**src/rtl/fpu_host_queue.sv**
```systemverilog
// rtl/fpu_host_queue.sv - host register front end with command/result FIFOs feeding an FPU core
// A dispatcher pops commands, runs them one at a time through the core, and queues the results.
module fpu_host_queue #(
   parameter int DW     = 8,
   parameter int QDEPTH = 4,
   parameter int OPW    = 4
) (
   input  logic           clk,
   input  logic           arst,
   input  logic [DW-1:0]  databus_in,
   output logic [DW-1:0]  databus_out,
   input  logic [3:0]     addr,
   input  logic           cs,
   input  logic           rd,
   input  logic           wr,
   input  logic           end_ack,
   output logic           cmd_end,
   output logic           busy,
   output logic [31:0]    core_a,
   output logic [31:0]    core_b,
   output logic [OPW-1:0] core_op,
   output logic           core_start,
   input  logic           core_done,
   input  logic [31:0]    core_result
);
   localparam int NB = 32 / DW;
   localparam int AW = $clog2(QDEPTH);
   localparam int CW = 64 + OPW;

   typedef enum logic [1:0] {IDLE, ISSUE, WAIT, STORE} state_t;
   state_t state, state_n;

   logic           wr_q, ack_q;
   logic [31:0]    stage_a, stage_b;
   logic [OPW-1:0] stage_op;
   logic           overflow;

   logic [CW-1:0]  cmd_mem [QDEPTH];
   logic [AW:0]    cmd_wp, cmd_rp;
   logic [31:0]    res_mem [QDEPTH];
   logic [AW:0]    res_wp, res_rp;
   logic [31:0]    res_cap;
   logic [31:0]    core_a_r, core_b_r;
   logic [OPW-1:0] core_op_r;

   logic commit, push_req, flush, ctrl_pop, ack_rise;
   logic cmd_full, cmd_empty, res_full, res_empty;
   logic cmd_push, cmd_pop, res_push, res_pop;
   logic [31:0]    res_head;
   logic [DW-1:0]  status;

   // Exactly one commit per wr-low pulse: the first cycle wr is seen low.
   assign commit   = !cs && !wr && wr_q;
   assign push_req = commit && (addr == 4'd9);
   assign flush    = commit && (addr == 4'd14) && databus_in[1];
   assign ctrl_pop = commit && (addr == 4'd14) && databus_in[0];
   assign ack_rise = end_ack && !ack_q;

   assign cmd_empty = (cmd_wp == cmd_rp);
   assign cmd_full  = (cmd_wp[AW] != cmd_rp[AW]) && (cmd_wp[AW-1:0] == cmd_rp[AW-1:0]);
   assign res_empty = (res_wp == res_rp);
   assign res_full  = (res_wp[AW] != res_rp[AW]) && (res_wp[AW-1:0] == res_rp[AW-1:0]);

   assign cmd_push = push_req && !cmd_full && !flush;
   assign cmd_pop  = (state == ISSUE) && !cmd_empty;
   assign res_push = (state == STORE) && !res_full;
   assign res_pop  = (ack_rise || ctrl_pop) && !res_empty;
   assign res_head = res_mem[res_rp[AW-1:0]];

   always_ff @(posedge clk) begin
      if (arst) begin
         wr_q     <= 1'b1;
         ack_q    <= 1'b0;
         stage_a  <= '0;
         stage_b  <= '0;
         stage_op <= '0;
         overflow <= 1'b0;
      end else begin
         wr_q  <= wr;
         ack_q <= end_ack;
         if (commit) begin
            for (int k = 0; k < NB; k++) begin
               if (addr == 4'(k))     stage_a[k*DW +: DW] <= databus_in;
               if (addr == 4'(4 + k)) stage_b[k*DW +: DW] <= databus_in;
            end
            if (addr == 4'd8) stage_op <= databus_in[OPW-1:0];
         end
         if (flush)
            overflow <= 1'b0;
         else if (push_req && cmd_full)
            overflow <= 1'b1;
      end
   end

   always_ff @(posedge clk) begin
      if (cmd_push) cmd_mem[cmd_wp[AW-1:0]] <= {stage_a, stage_b, stage_op};
      if (res_push) res_mem[res_wp[AW-1:0]] <= res_cap;
   end

   always_ff @(posedge clk) begin
      if (arst) begin
         cmd_wp <= '0;
         cmd_rp <= '0;
         res_wp <= '0;
         res_rp <= '0;
      end else begin
         // Flush wins over a same-cycle dispatch pop; the issued command is already latched.
         if (flush) begin
            cmd_rp <= cmd_wp;
         end else begin
            if (cmd_push) cmd_wp <= cmd_wp + 1'b1;
            if (cmd_pop)  cmd_rp <= cmd_rp + 1'b1;
         end
         if (res_push) res_wp <= res_wp + 1'b1;
         if (res_pop)  res_rp <= res_rp + 1'b1;
      end
   end

   always_ff @(posedge clk) begin
      if (arst) begin
         state     <= IDLE;
         core_a_r  <= '0;
         core_b_r  <= '0;
         core_op_r <= '0;
         res_cap   <= '0;
      end else begin
         state <= state_n;
         if (state == IDLE && state_n == ISSUE)
            {core_a_r, core_b_r, core_op_r} <= cmd_mem[cmd_rp[AW-1:0]];
         if (state == WAIT && core_done)
            res_cap <= core_result;
      end
   end

   always_comb begin
      state_n    = state;
      core_start = 1'b0;
      case (state)
         IDLE:  if (!cmd_empty && !res_full) state_n = ISSUE;
         ISSUE: begin
            core_start = 1'b1;
            state_n    = WAIT;
         end
         WAIT:  if (core_done) state_n = STORE;
         STORE: state_n = IDLE;
         default: state_n = IDLE;
      endcase
   end

   assign core_a  = core_a_r;
   assign core_b  = core_b_r;
   assign core_op = core_op_r;
   assign cmd_end = !res_empty;
   assign busy    = !cmd_empty || (state != IDLE);

   always_comb begin
      status      = '0;
      status[4:0] = {busy, overflow, res_empty, cmd_empty, cmd_full};
   end

   always_comb begin
      databus_out = '0;
      if (!cs && !rd) begin
         if (addr == 4'd13) databus_out = status;
         for (int k = 0; k < NB; k++)
            if (addr == 4'(9 + k) && !res_empty) databus_out = res_head[k*DW +: DW];
      end
   end
endmodule
```
**config.mk**
```make
export PLATFORM = sky130hd
export DESIGN_NAME = fpu_host_queue
export DESIGN_NICKNAME = d
export VERILOG_FILES = /design/src/rtl/fpu_host_queue.sv
export SDC_FILE = /design/constraint.sdc
export NUM_CORES = 1
export LEC_CHECK = 0
export ABC_AREA = 1
export BUFFER_PORTS_ARGS = -buffer_cell sky130_fd_sc_hd__buf_2
export CORE_UTILIZATION = 35
export CTS_BUF_LIST = sky130_fd_sc_hd__clkbuf_2
export CTS_CLUSTER_DIAMETER = 50
export DETAILED_ROUTE_END_ITERATION = 12
export HOLD_SLACK_MARGIN = 0.1
export PLACE_DENSITY_LB_ADDON = 0.05
export SLEW_MARGIN = 20
export SYNTH_ARGS = -nofsm -noshare
export SYNTH_HDL_FRONTEND = slang
export SYNTH_SLANG_ARGS = --single-unit
```
**constraint.sdc**
```tcl
create_clock -name clk -period 5.4 [get_ports clk]
set_clock_uncertainty 0.15 [all_clocks]
set_input_delay 0.27 -clock clk [delete_from_list [all_inputs] [get_ports clk]]
set_output_delay 0.27 -clock clk [all_outputs]
set_load 0.02 [all_outputs]
```
# == After elaboration in Yosys (flattened, before gate mapping) ==
# Memory sizes are Yosys's and may differ from the RTL's. A register that Yosys moved wholly into a read port is not among the register bits.
# Index checks and enable logic that the tools add are counted.
# word_totals
reg_bits,117
ram_bits,400
wordCells,116
n_memories,2
# mem_list
name,depth,word_bits,rd,rd_clocked_by_memory_dff,write_ports,line,text
cmd_mem,4,68,1,1,1,38,logic [CW-1:0] cmd_mem [QDEPTH];
res_mem,4,32,1,1,1,40,logic [31:0] res_mem [QDEPTH];
# classes
addsub,4
n_eq_ne,24
n_mux,18
bitwise,1
reduce_logical,49
# ops
cell,count
$mux 8,5
$eq 4x4->1 const B,7
$logic_and 1x1->1,23
$reduce_and 2->1,10
$eq 4x3->1 const B,4
$add 3x1->3 const B,4
$logic_not 1->1,9
$eq 4x2->1 const B,2
$mux 2,4
$pmux 2 s4,1
$eq 3x3->1,2
$mux 3,2
$mux 1,5
$mux 5,1
$eq 2x1->1 const B,2
$eq 2x2->1,2
$eq 2x2->1 const B,2
$eq 4x1->1 const B,1
$logic_not 4->1,1
$reduce_bool 2->1,2
$logic_not 2->1,1
$logic_or 1x1->1,2
$ne 1x1->1,2
$reduce_or 2->1,1
$not 1->1,1

# == Depth between registers and ports, before layout ==
# logic_depth
depth_word,9
depth_mapped,13
mapped_depth_nobuf,11

# == Worst setup path before layout ==
# No wires, ideal clock.
# synth_timing
path_type,input to register
start,in wr
end,"mem cmd_mem[3][0] in the netlist's numbering, enable pin"
arrival_ps,3849
required_ps,4754
setup_slack_ps,905
stages,7
path_buffers,0
path_cell_list,nor2_1 > nand2_1 > inv_2 > nand3_1 > nor2_1 > nand2_1 > nor2_1
# synth_via
elab_chain_cells,9
elab_cells_between_ends,11
classes_between,mux: 2; reduce/logical: 9
# synth_rtl
item,line,text
start: declaration,15,"input logic wr,"
$logic_not 1->1 *,53,assign commit = !cs && !wr && wr_q;
$logic_and 1x1->1 * (2 in a row),53,
$logic_and 1x1->1 (2 in a row),55,assign flush = commit && (addr == 4'd14) && databus_in[1];
$logic_not 1->1,64,assign cmd_push = push_req && !cmd_full && !flush;
$logic_and 1x1->1 *,64,
$mux 1 *,96,"if (cmd_push) cmd_mem[cmd_wp[AW-1:0]] <= {stage_a, stage_b, stage_op};"
$mux 1 (not written as such) *,96,
end: declaration,38,
# Every way passes the cells marked *; elsewhere a longest branch is shown, timed or not.

# == Worst setup path after layout ==
# layout_timing
start,in addr[1]
end,reg cmd_rp[2]
# layout_via
elab_chain_cells,4
elab_cells_between_ends,5
classes_between,eq/ne: 1; mux: 1; reduce/logical: 3
# layout_rtl
item,line,text
start: declaration,12,"input logic [3:0] addr,"
$eq 4x4->1 *,55,
$logic_and 1x1->1 * (2 in a row),55,
$mux 3 / $reduce_bool 2->1 (equally long branches),n/a,
end signal: assignment,109,cmd_rp <= cmd_wp;
end signal: assignment,112,if (cmd_pop) cmd_rp <= cmd_rp + 1'b1;
end: declaration,39,"logic [AW:0] cmd_wp, cmd_rp;"
# Marked as above.
# A chain may end at the register's enable or synchronous reset.

==> reports/metrics.cfg <==
[drt]
wl_um=65000
drt-initial-drc-count=902
postRouteAntennaNets=0
drc=0
wl_per_cell_um=17.4
avgViaCountPerCell=4.63
via_count=17300
first_pass_iters=5

[run_status]
status=completed

[synthesis]
synth_cell_types=26
yosysMostFrequentCell=nand2_1
seq_area_frac_synth_pct=67.5
synth_top_area_share_pct=51.4
synthCells=2361
synth_area_mm2=0.0233
synth.largest_area_cell=edfxtp_1
syn_nets=2427
synth-warning-count=0
netlist_top_cells_count=nand2_1, edfxtp_1, nor2_1
synth_area_per_cell_um2=9.89
synth.area.top_cells=edfxtp_1, dfxtp_1, nand2_1
async_flop_share_pct=0
synth_flop_cell=edfxtp_1
ys_ff_latch=587
synth-edff-count=400

[setup_path]
r2r_end=cmd_rp[2]
critPathMostFrequentCell=dlygate4sd3_1
regToRegStartpoint=cmd_rp[0]
cp_data_arrival_time_ns=5.72
ff2ff_setup_slack_ns=1.01
required_ns=6.47
crit_type=in -> reg
cpLargestDelayFamily=buffers and inverters
slowest_delay_ns=0.74
start_kind=input pin
crit_buf_inv=9
worst_setup_path_end_kind=flip-flop
crit_slowest_cell=dlygate4sd3_1
r2r_cells=10
crit_chain=dlygate4sd3_1 > buf_2 > dlygate4sd3_1 > nand2_1 > dlygate4sd3_1 > nor2_1 > dlygate4sd3_1 > nand3_1 > dlygate4sd3_1 > nand2_1 > o21ai_0 > dlygate4sd3_1 > nand2_1 > dlygate4sd3_1 > a21oi_1 > dlygate4sd3_1
cp_max_fo=9

[sta]
finalMaxSlewViolations=0
fin_crit_ns=4.65
rsz0062_at_grt=false
fin_setup_tns_ns=0
worstMarginPinSlew_ns=1.04
hold_viol=0
post-route-period-util_pct=86.1
max-slew-margin-rel_pct=30.8
finalSetupViolations=0
fmax_mhz=215

[floorplanning]
core_mm2=0.0659
core.rowCount=94
die_y_um=260
initial_core_util_pct=35.4
dieArea_mm2=0.0677
ios=130
dieWidth_um=260

[worst_hold_path]
hold_class=reg -> reg
hold_end=cmd_mem[2][24]
holdCritStartpoint=stage_b[20]
hold_path_depth=0

[clock_network]
clockBufferDepth=3
clk_transition_reported_paths_ns=0.10
clock_latency_ns=1.30
ctsHtreeMaxLevel=4
cts_setup_buffers=0
cts_root_buf=clkbuf_2
cts.sinks=587
numCtsBuffers=160
cts_tree=done

[placed_design]
dpl-instance-area_mm2=0.0248
gp_congestion=0.759
io_buffers=129
hpwl_um=35400

[job]
maxCapViolations=0

[global_route]
grt_max_degree=121
grt_pass1_wl_um=100000
overflow=0
track_usage_pct=19.7
grt_pass1_vias=17100
antenna_found_initial=3

[final_layout]
drive_above_1_share_pct=15.8
final_area_mm2=0.0282
fillers=6591
areaGrowthSynthToFinish_pct=20.8
nNetsFinal=2804

[power_and_ir_drop]
p_per_area_mw_per_mm2=407
peakVddDrop_uv=351
p_leak_nw=12.0

==> final cells by class <==
cell class	count	area, um2	area share (%)
multi-input cells	1444	6340	22.5
clock inverters	44	249	0.883
inverters	206	778	2.76
clock buffers	252	1260	4.47
well taps	864	1080	3.83
diodes	8	20.0	0.0710
flip-flops and latches	587	15800	55.9
repair buffers	339	2710	9.61
==> power breakdown <==
part / switching [W] / internal (W)
combinational: 0.00201 / 0.000876
sequential: 0.000203 / 0.00514
clock: 0.00193 / 0.00130
==> worst max-delay path by stage <==
| stage | cells after the start | slack (ns) | startpoint | to |
|---|---|---|---|---|
| floorplan | 7 | 0.90 | wr | cmd_mem[3][0] |
| global placement | 7 | 1.73 | cmd_rp[0] | cmd_mem[2][56] |
| detailed placement | 7 | 1.64 | cmd_rp[0] | cmd_mem[2][53] |
| CTS | 11 | 0.84 | cmd_rp[0] | databus_out[4] |
| global route | 11 | 0.67 | cmd_rp[0] | databus_out[4] |
| finish | 16 | 0.75 | addr[1] | cmd_rp[2] |
==> sequential cells by signal, summed over array words and instances, names as in the netlist, 32 cells and up, named ones only <==
register  count
core_a       32
res_cap      32
stage_b      32
res_mem     128
cmd_mem     272
core_b       32
stage_a      32
==> repair_timing <==
action,CTS,global route
resized for setup,0,0
endpoints found under the hold margin,395,0
hold buffers,185,0
==> stage by stage <==
stage	hold slack [ns]	utilization, %	setup slack [ns]	power [W]	instances
2_1_floorplan	0.189	-	0.905	0.00735	2361
3_5_place_dp	0.320	37.7	1.64	0.00823	3255
5_1_grt	0.216	42.8	0.674	0.0123	3742
4_1_cts	0.108	42.8	0.844	0.0117	3736
6_report	0.282	42.8	0.749	0.0115	3744
3_3_place_gp	0.305	37.7	1.73	0.00819	3255
==> cell usage in the layout, fill, tap and decap left out, types with 3 or more instances in the layout <==
cell,n
nand2_1,616
edfxtp_1,400
nor2_1,345
clkbuf_2,252
inv_1,194
dlygate4sd3_1,185
dfxtp_1,184
nand3_1,170
o21ai_0,147
buf_2,129
nand4_1,69
a21oi_1,37
clkinv_1,34
buf_4,21
ha_1,15
o22ai_1,11
diode_2,8
or2_2,7
a32oi_1,7
nor2_4,5
clkinvlp_4,5
clkinv_4,5
inv_2,4
nor2_2,4
clkinv_2,3
buf_6,3
==> routing by layer <==
layer  vias to the layer above  wire length (um)  share of wire (%)  track usage (%)
met5                         -                 0                  0                0
met3                       122              2680                4.1             3.93
li1                       8680                 -                  -                -
met2                       371             32600                 50             34.4
met4                         0              1370                2.1             7.23
met1                      8153             28300                 44             23.8
==> kinds of logic after synthesis <==
group / share of synthesized area, %
and+or+nand+nor: 21.5
xor gates and xnor gates: 0.113
DFF: 67.5
buffers and inverters: 5.56
adders and majority gates: 0.804
AOI/OAI and AO/OA: 4.50
No activity file was read; power rests on OpenSTA's default activity.
